$ cat src/rtl/cnn_pkg.sv
// rtl/cnn_pkg.sv - shared CNN datapath defaults and window indexing helper
package cnn_pkg;

    localparam int CNN_DATA_WIDTH         = 32;
    localparam int CNN_FRAC_WIDTH         = 15;
    localparam int CNN_KERNEL_SIZE        = 3;
    localparam int CNN_KERNEL_ELEMENT_NUM = CNN_KERNEL_SIZE * CNN_KERNEL_SIZE;

    // Flat index of a window element; row 0 is the top row, col 0 the leftmost.
    function automatic int win_idx(input int row, input int col);
        return row * CNN_KERNEL_SIZE + col;
    endfunction

endpackage

$ cat src/rtl/line_buffer.sv
// rtl/line_buffer.sv - single-index row store, combinational read, registered write
module line_buffer #(
    parameter int DEPTH = 28,
    parameter int WIDTH = 32,
    localparam int IDX_W = $clog2(DEPTH)
) (
    input  logic             clk,
    input  logic             wr_en,
    input  logic [IDX_W-1:0] idx,
    input  logic [WIDTH-1:0] wdata,
    output logic [WIDTH-1:0] rdata
);

    // Storage is deliberately not reset: rows 0-1 overwrite it before any flagged window.
    logic [WIDTH-1:0] mem [0:DEPTH-1];

    always_ff @(posedge clk) begin
        if (wr_en) begin
            mem[idx] <= wdata;
        end
    end

    assign rdata = mem[idx];

endmodule

$ cat src/rtl/conv_window_gen.sv
// rtl/conv_window_gen.sv - raster pixel stream to sliding 3x3 window generator
module conv_window_gen
    import cnn_pkg::*;
#(
    parameter int DATA_WIDTH         = CNN_DATA_WIDTH,
    parameter int FRAC_WIDTH         = CNN_FRAC_WIDTH,
    parameter int IMG_WIDTH          = 28,
    parameter int IMG_HEIGHT         = 28,
    parameter int KERNEL_ELEMENT_NUM = CNN_KERNEL_ELEMENT_NUM
) (
    input  logic                         i_clk,
    input  logic                         i_reset,
    input  logic                         i_enable,
    input  logic                         i_valid,
    input  logic signed [DATA_WIDTH-1:0] i_data,
    output logic signed [DATA_WIDTH-1:0] o_data [0:KERNEL_ELEMENT_NUM-1],
    output logic                         o_valid,
    output logic                         o_done
);

    localparam int COL_W = $clog2(IMG_WIDTH);
    localparam int ROW_W = $clog2(IMG_HEIGHT);

    if (FRAC_WIDTH >= DATA_WIDTH || KERNEL_ELEMENT_NUM != CNN_KERNEL_ELEMENT_NUM
        || IMG_WIDTH < 3 || IMG_HEIGHT < 3) begin : g_param_check
        $error("conv_window_gen: unsupported parameter set");
    end

    logic [COL_W-1:0]      col;
    logic [ROW_W-1:0]      row;
    logic                  accept;
    logic                  last_col;
    logic                  last_row;
    logic [DATA_WIDTH-1:0] lb0_q;
    logic [DATA_WIDTH-1:0] lb1_q;

    assign accept   = i_valid && i_enable;
    assign last_col = (col == COL_W'(IMG_WIDTH - 1));
    assign last_row = (row == ROW_W'(IMG_HEIGHT - 1));

    // lb0 holds the previous row, lb1 the row before; lb1 is fed from lb0's old value.
    line_buffer #(
        .DEPTH (IMG_WIDTH),
        .WIDTH (DATA_WIDTH)
    ) u_lb0 (
        .clk   (i_clk),
        .wr_en (accept),
        .idx   (col),
        .wdata (i_data),
        .rdata (lb0_q)
    );

    line_buffer #(
        .DEPTH (IMG_WIDTH),
        .WIDTH (DATA_WIDTH)
    ) u_lb1 (
        .clk   (i_clk),
        .wr_en (accept),
        .idx   (col),
        .wdata (lb0_q),
        .rdata (lb1_q)
    );

    always_ff @(posedge i_clk or posedge i_reset) begin
        if (i_reset) begin
            col     <= '0;
            row     <= '0;
            o_valid <= 1'b0;
            o_done  <= 1'b0;
            for (int k = 0; k < KERNEL_ELEMENT_NUM; k++) begin
                o_data[k] <= '0;
            end
        end else begin
            o_valid <= 1'b0;
            o_done  <= 1'b0;
            if (accept) begin
                for (int r = 0; r < CNN_KERNEL_SIZE; r++) begin
                    for (int c = 0; c < CNN_KERNEL_SIZE - 1; c++) begin
                        o_data[win_idx(r, c)] <= o_data[win_idx(r, c + 1)];
                    end
                end
                o_data[win_idx(0, 2)] <= lb1_q;
                o_data[win_idx(1, 2)] <= lb0_q;
                o_data[win_idx(2, 2)] <= i_data;

                // Windows with col < 2 straddle a row boundary and are not flagged.
                o_valid <= (row >= ROW_W'(2)) && (col >= COL_W'(2));
                o_done  <= last_row && last_col;

                if (last_col) begin
                    col <= '0;
                    row <= last_row ? '0 : row + 1'b1;
                end else begin
                    col <= col + 1'b1;
                end
            end
        end
    end

endmodule

$ cat config.mk
export PLATFORM = sky130hd
export DESIGN_NAME = conv_window_gen
export DESIGN_NICKNAME = d
export VERILOG_FILES = /design/src/rtl/cnn_pkg.sv /design/src/rtl/line_buffer.sv /design/src/rtl/conv_window_gen.sv
export SDC_FILE = /design/constraint.sdc
export NUM_CORES = 2
export LEC_CHECK = 0
export ABC_CLOCK_PERIOD_IN_PS = 22500
export CAP_MARGIN = 5
export CORE_UTILIZATION = 30
export DETAILED_ROUTE_END_ITERATION = 8
export PLACE_DENSITY_LB_ADDON = 0.12
export SLEW_MARGIN = 20
export SYNTH_ARGS = -nofsm -noshare
export SYNTH_HDL_FRONTEND = slang
export SYNTH_HIERARCHICAL = 1
export SYNTH_SLANG_ARGS = --single-unit
$ cat constraint.sdc
create_clock -name i_clk -period 22.5 [get_ports i_clk]
set_input_delay 5.625 -clock i_clk [delete_from_list [all_inputs] [get_ports i_clk]]
set_output_delay 5.625 -clock i_clk [all_outputs]
set_load 0.02 [all_outputs]
==> impl_metrics.py <==
metrics = {
    "synth": {
        "ys.flop_type": "edfxtp_1",
        "synth_top_area_share_pct": 67.1,
        "synthMostInstantiatedCell": "edfxtp_1",
        "ys_async_sr_fraction_pct": 14.3,
        "synth_fp_nets": 4681,
        "synth_area_leaders": "edfxtp_1, dfrtp_1, mux2i_1",
        "synth_cell_types": 55,
        "synth_cells": 4641,
        "synth-seq-cells": 2092,
        "avgSynthCellArea_um2": 17.3,
        "yosys-top-cells-count": "edfxtp_1, nand2_1, mux2i_1",
        "synth_top_area_cell": "edfxtp_1",
        "ys_seq_area_share_pct": 76.5,
        "synth_edf_count": 1792,
        "synthesis.area_um2": 80200,
        "yosysWarnings": 6,
    },
    "clocking": {
        "cts-root-buf": "clkbuf_16",
        "cts.sinks": 2092,
        "h-tree-depth": 4,
        "clk_pin_slew_ps": 60,
        "numCtsBuffers": 227,
        "cts_tree": "done",
        "clock_latency_ps": 850,
        "ctsResizeCount": 0,
        "clk_path_buf_depth": 3,
        "cts_setup_buffers": 0,
        "cts_hold_buf": 0,
    },
    "drt": {
        "drt-vias-per-instance": 4.81,
        "drcViolationCount": 0,
        "postRouteAntennaNets": 0,
        "drt-total-wl_um": 237000,
        "wl_per_cell_um": 26.8,
        "drtIter0Drc": 3349,
        "via_count": 42600,
        "drt-pass1-iter-count": 7,
    },
    "finish": {
        "layout.nets": 5157,
        "regArea_um2": 61300,
        "multi_input_area_um2": 18000,
        "area_growth_pct": 20.2,
        "final_layout_size_suffix_gt1_share_pct": 15.3,
        "fill_cells": 25000,
    },
    "grt": {
        "grt_max_degree": 141,
        "overflow": 0,
        "antenna_found_initial": 10,
        "grt_usage_pct": 17.4,
        "grt_pass1_wl_um": 336000,
        "first_global_vias": 43100,
    },
    "timing": {
        "min_period_ps": 9420,
        "setup_tns_ps": 0,
        "hold_viol": 0,
        "rsz0062_at_grt": "no",
        "slew_headroom_pct": 20.0,
        "drv_slew": 0,
        "setup_viol": 0,
        "fmax_mhz": 106,
        "worst_pin_slew_ps": 1190,
        "period_share_pct": 41.9,
        "clock_skew_ps": 55.1,
        "hold_ws_ps": 472,
    },
    "die": {
        "fp.dieW_um": 519,
        "io_pins": 326,
        "core_um2": 265000,
        "initial_core_util_pct": 30.2,
        "die_area_um2": 269000,
        "die-height_um": 519,
        "num_rows": 189,
    },
    "placed_design": {
        "io_buffers": 325,
        "gp_congestion": 0.791,
        "dp_hpwl_um": 143000,
    },
    "flow_run": {
        "max_cap_viol_count": 0,
    },
    "worst_setup_path": {
        "crit_type": "in -> reg",
        "startpoint_type": "input pin",
        "crit_arrival_ps": 9920,
        "worstPathMaxFanout": 140,
        "required_ps": 23000,
        "critPathCaptureType": "flip-flop",
    },
    "min_path": {
        "hold_path.class": "reg -> reg",
    },
    "power": {
        "leakagePower_nw": 34.8,
        "peakVddDrop_v": 0.000128,
        "power_density_nw_per_um2": 134,
    },
    "status": {
        "outcome": "finished clean",
    },
}
[per-stage QoR]
stage | instances | cell area [um2] | total power, mW | worst slack (ps) | utilization (%)
after floorplan | 4641 | 80200 | 7.23 | 8590 | -
after global placement | 8400 | 88100 | 9.30 | 12410 | 33.2
after detailed placement | 8413 | 88500 | 9.33 | 12270 | 33.3
after CTS | 8842 | 96100 | 13.2 | 13210 | 36.2
after global routing | 8851 | 96300 | 13.5 | 12960 | 36.3
final | 8870 | 96300 | 13.0 | 13080 | 36.3
[routing by layer]
| metal | global-route usage, % | vias to the layer above | routed length, um |
|---|---|---|---|
| li1 | - | 18900 | - |
| met1 | 23.6 | 22700 | 105000 |
| met2 | 29.1 | 833 | 117000 |
| met3 | 2.84 | 275 | 9710 |
| met4 | 4.25 | 2 | 5460 |
| met5 | 0 | - | 11 |
[final timing paths]
path	start	end	slack, ps	depth (start not counted)
max	i_valid	u_lb1/mem[5][20]$_DFFE_PP_	13080	6
min	o_data[73]$_DFFE_PP0P_	o_data[73]$_DFFE_PP0P_	470	2
max reg2reg	col[1]$_DFFE_PP0P_	o_data[201]$_DFFE_PP0P_	17160	10
min reg2reg	o_data[73]$_DFFE_PP0P_	o_data[73]$_DFFE_PP0P_	470	2
max in group asynchronous	i_reset	o_data[135]$_DFFE_PP0P_	14980	4
min in group asynchronous	i_reset	o_data[174]$_DFFE_PP0P_	5380	2
[flip-flops by register name, indices dropped and copies added (netlist names)]
signal     flops
u_lb0/mem    896
o_data       288
col            5
o_valid        1
u_lb1/mem    896
row            5
o_done         1
[area by class of cell]
type                       instances  area share, %
inverter                           8         0.0468
multi-input combinational       2287           18.6
sequential                      2092           63.7
timing repair buffer             501           5.11
antenna                           20         0.0519
tap                             3533           4.59
clock buffer                     302           6.35
clock inverter                   127           1.55
[placed cells by master (no fill, tap or decap), drive strengths merged, types with 8 or more instances in the layout]
cell | netlist | layout
dfrtp | 300 | 300
mux2i | 542 | 542
a211oi | 55 | 55
inv | 5 | 18
clkinv | 3 | 90
nand3b | 8 | 8
a22oi | 64 | 64
and3 | 10 | 10
nor2 | 51 | 51
nand3 | 63 | 63
o211ai | 63 | 63
bufinv | 0 | 26
buf | 205 | 183
diode | 0 | 20
clkdlybuf4s50 | 0 | 318
nand2 | 928 | 928
edfxtp | 1792 | 1792
nor2b | 17 | 17
o21ai | 8 | 8
o22ai | 122 | 122
nor3 | 25 | 25
clkbuf | 49 | 302
mux4 | 206 | 206
a21oi | 64 | 64
[where the power goes]
part           switching (mW)  leakage [nW]  internal, mW
Clock                    1.58          3.72          2.22
Sequential              0.241          20.0          5.04
Combinational            2.72          11.1          1.16
Total                    4.54          34.8          8.42
[worst max-delay path, stage by stage]
cell and delay [ps]:
clkdlybuf4s50_1 570, nand2_4 320, inv_8 740, nand3b_1 920, nor3_2 1030, buf_4 490
[kinds of logic (layout without fill, tap and decap cells)]
logic type / after synthesis / count (layout) / share of synthesized area [%]
flops: 2092 / 2092 / 76.5
simple gates: 1143 / 1143 / 5.89
mux: 752 / 752 / 12.6
compound gates: 387 / 387 / 3.23
buf+inv: 262 / 938 / 1.71
fa+ha+maj: 4 / 4 / 0.0624
xor+xnor: 1 / 1 / 0.0109
other cells: 0 / 20 / 0
Note: power is estimated with default switching activity, not from simulation.
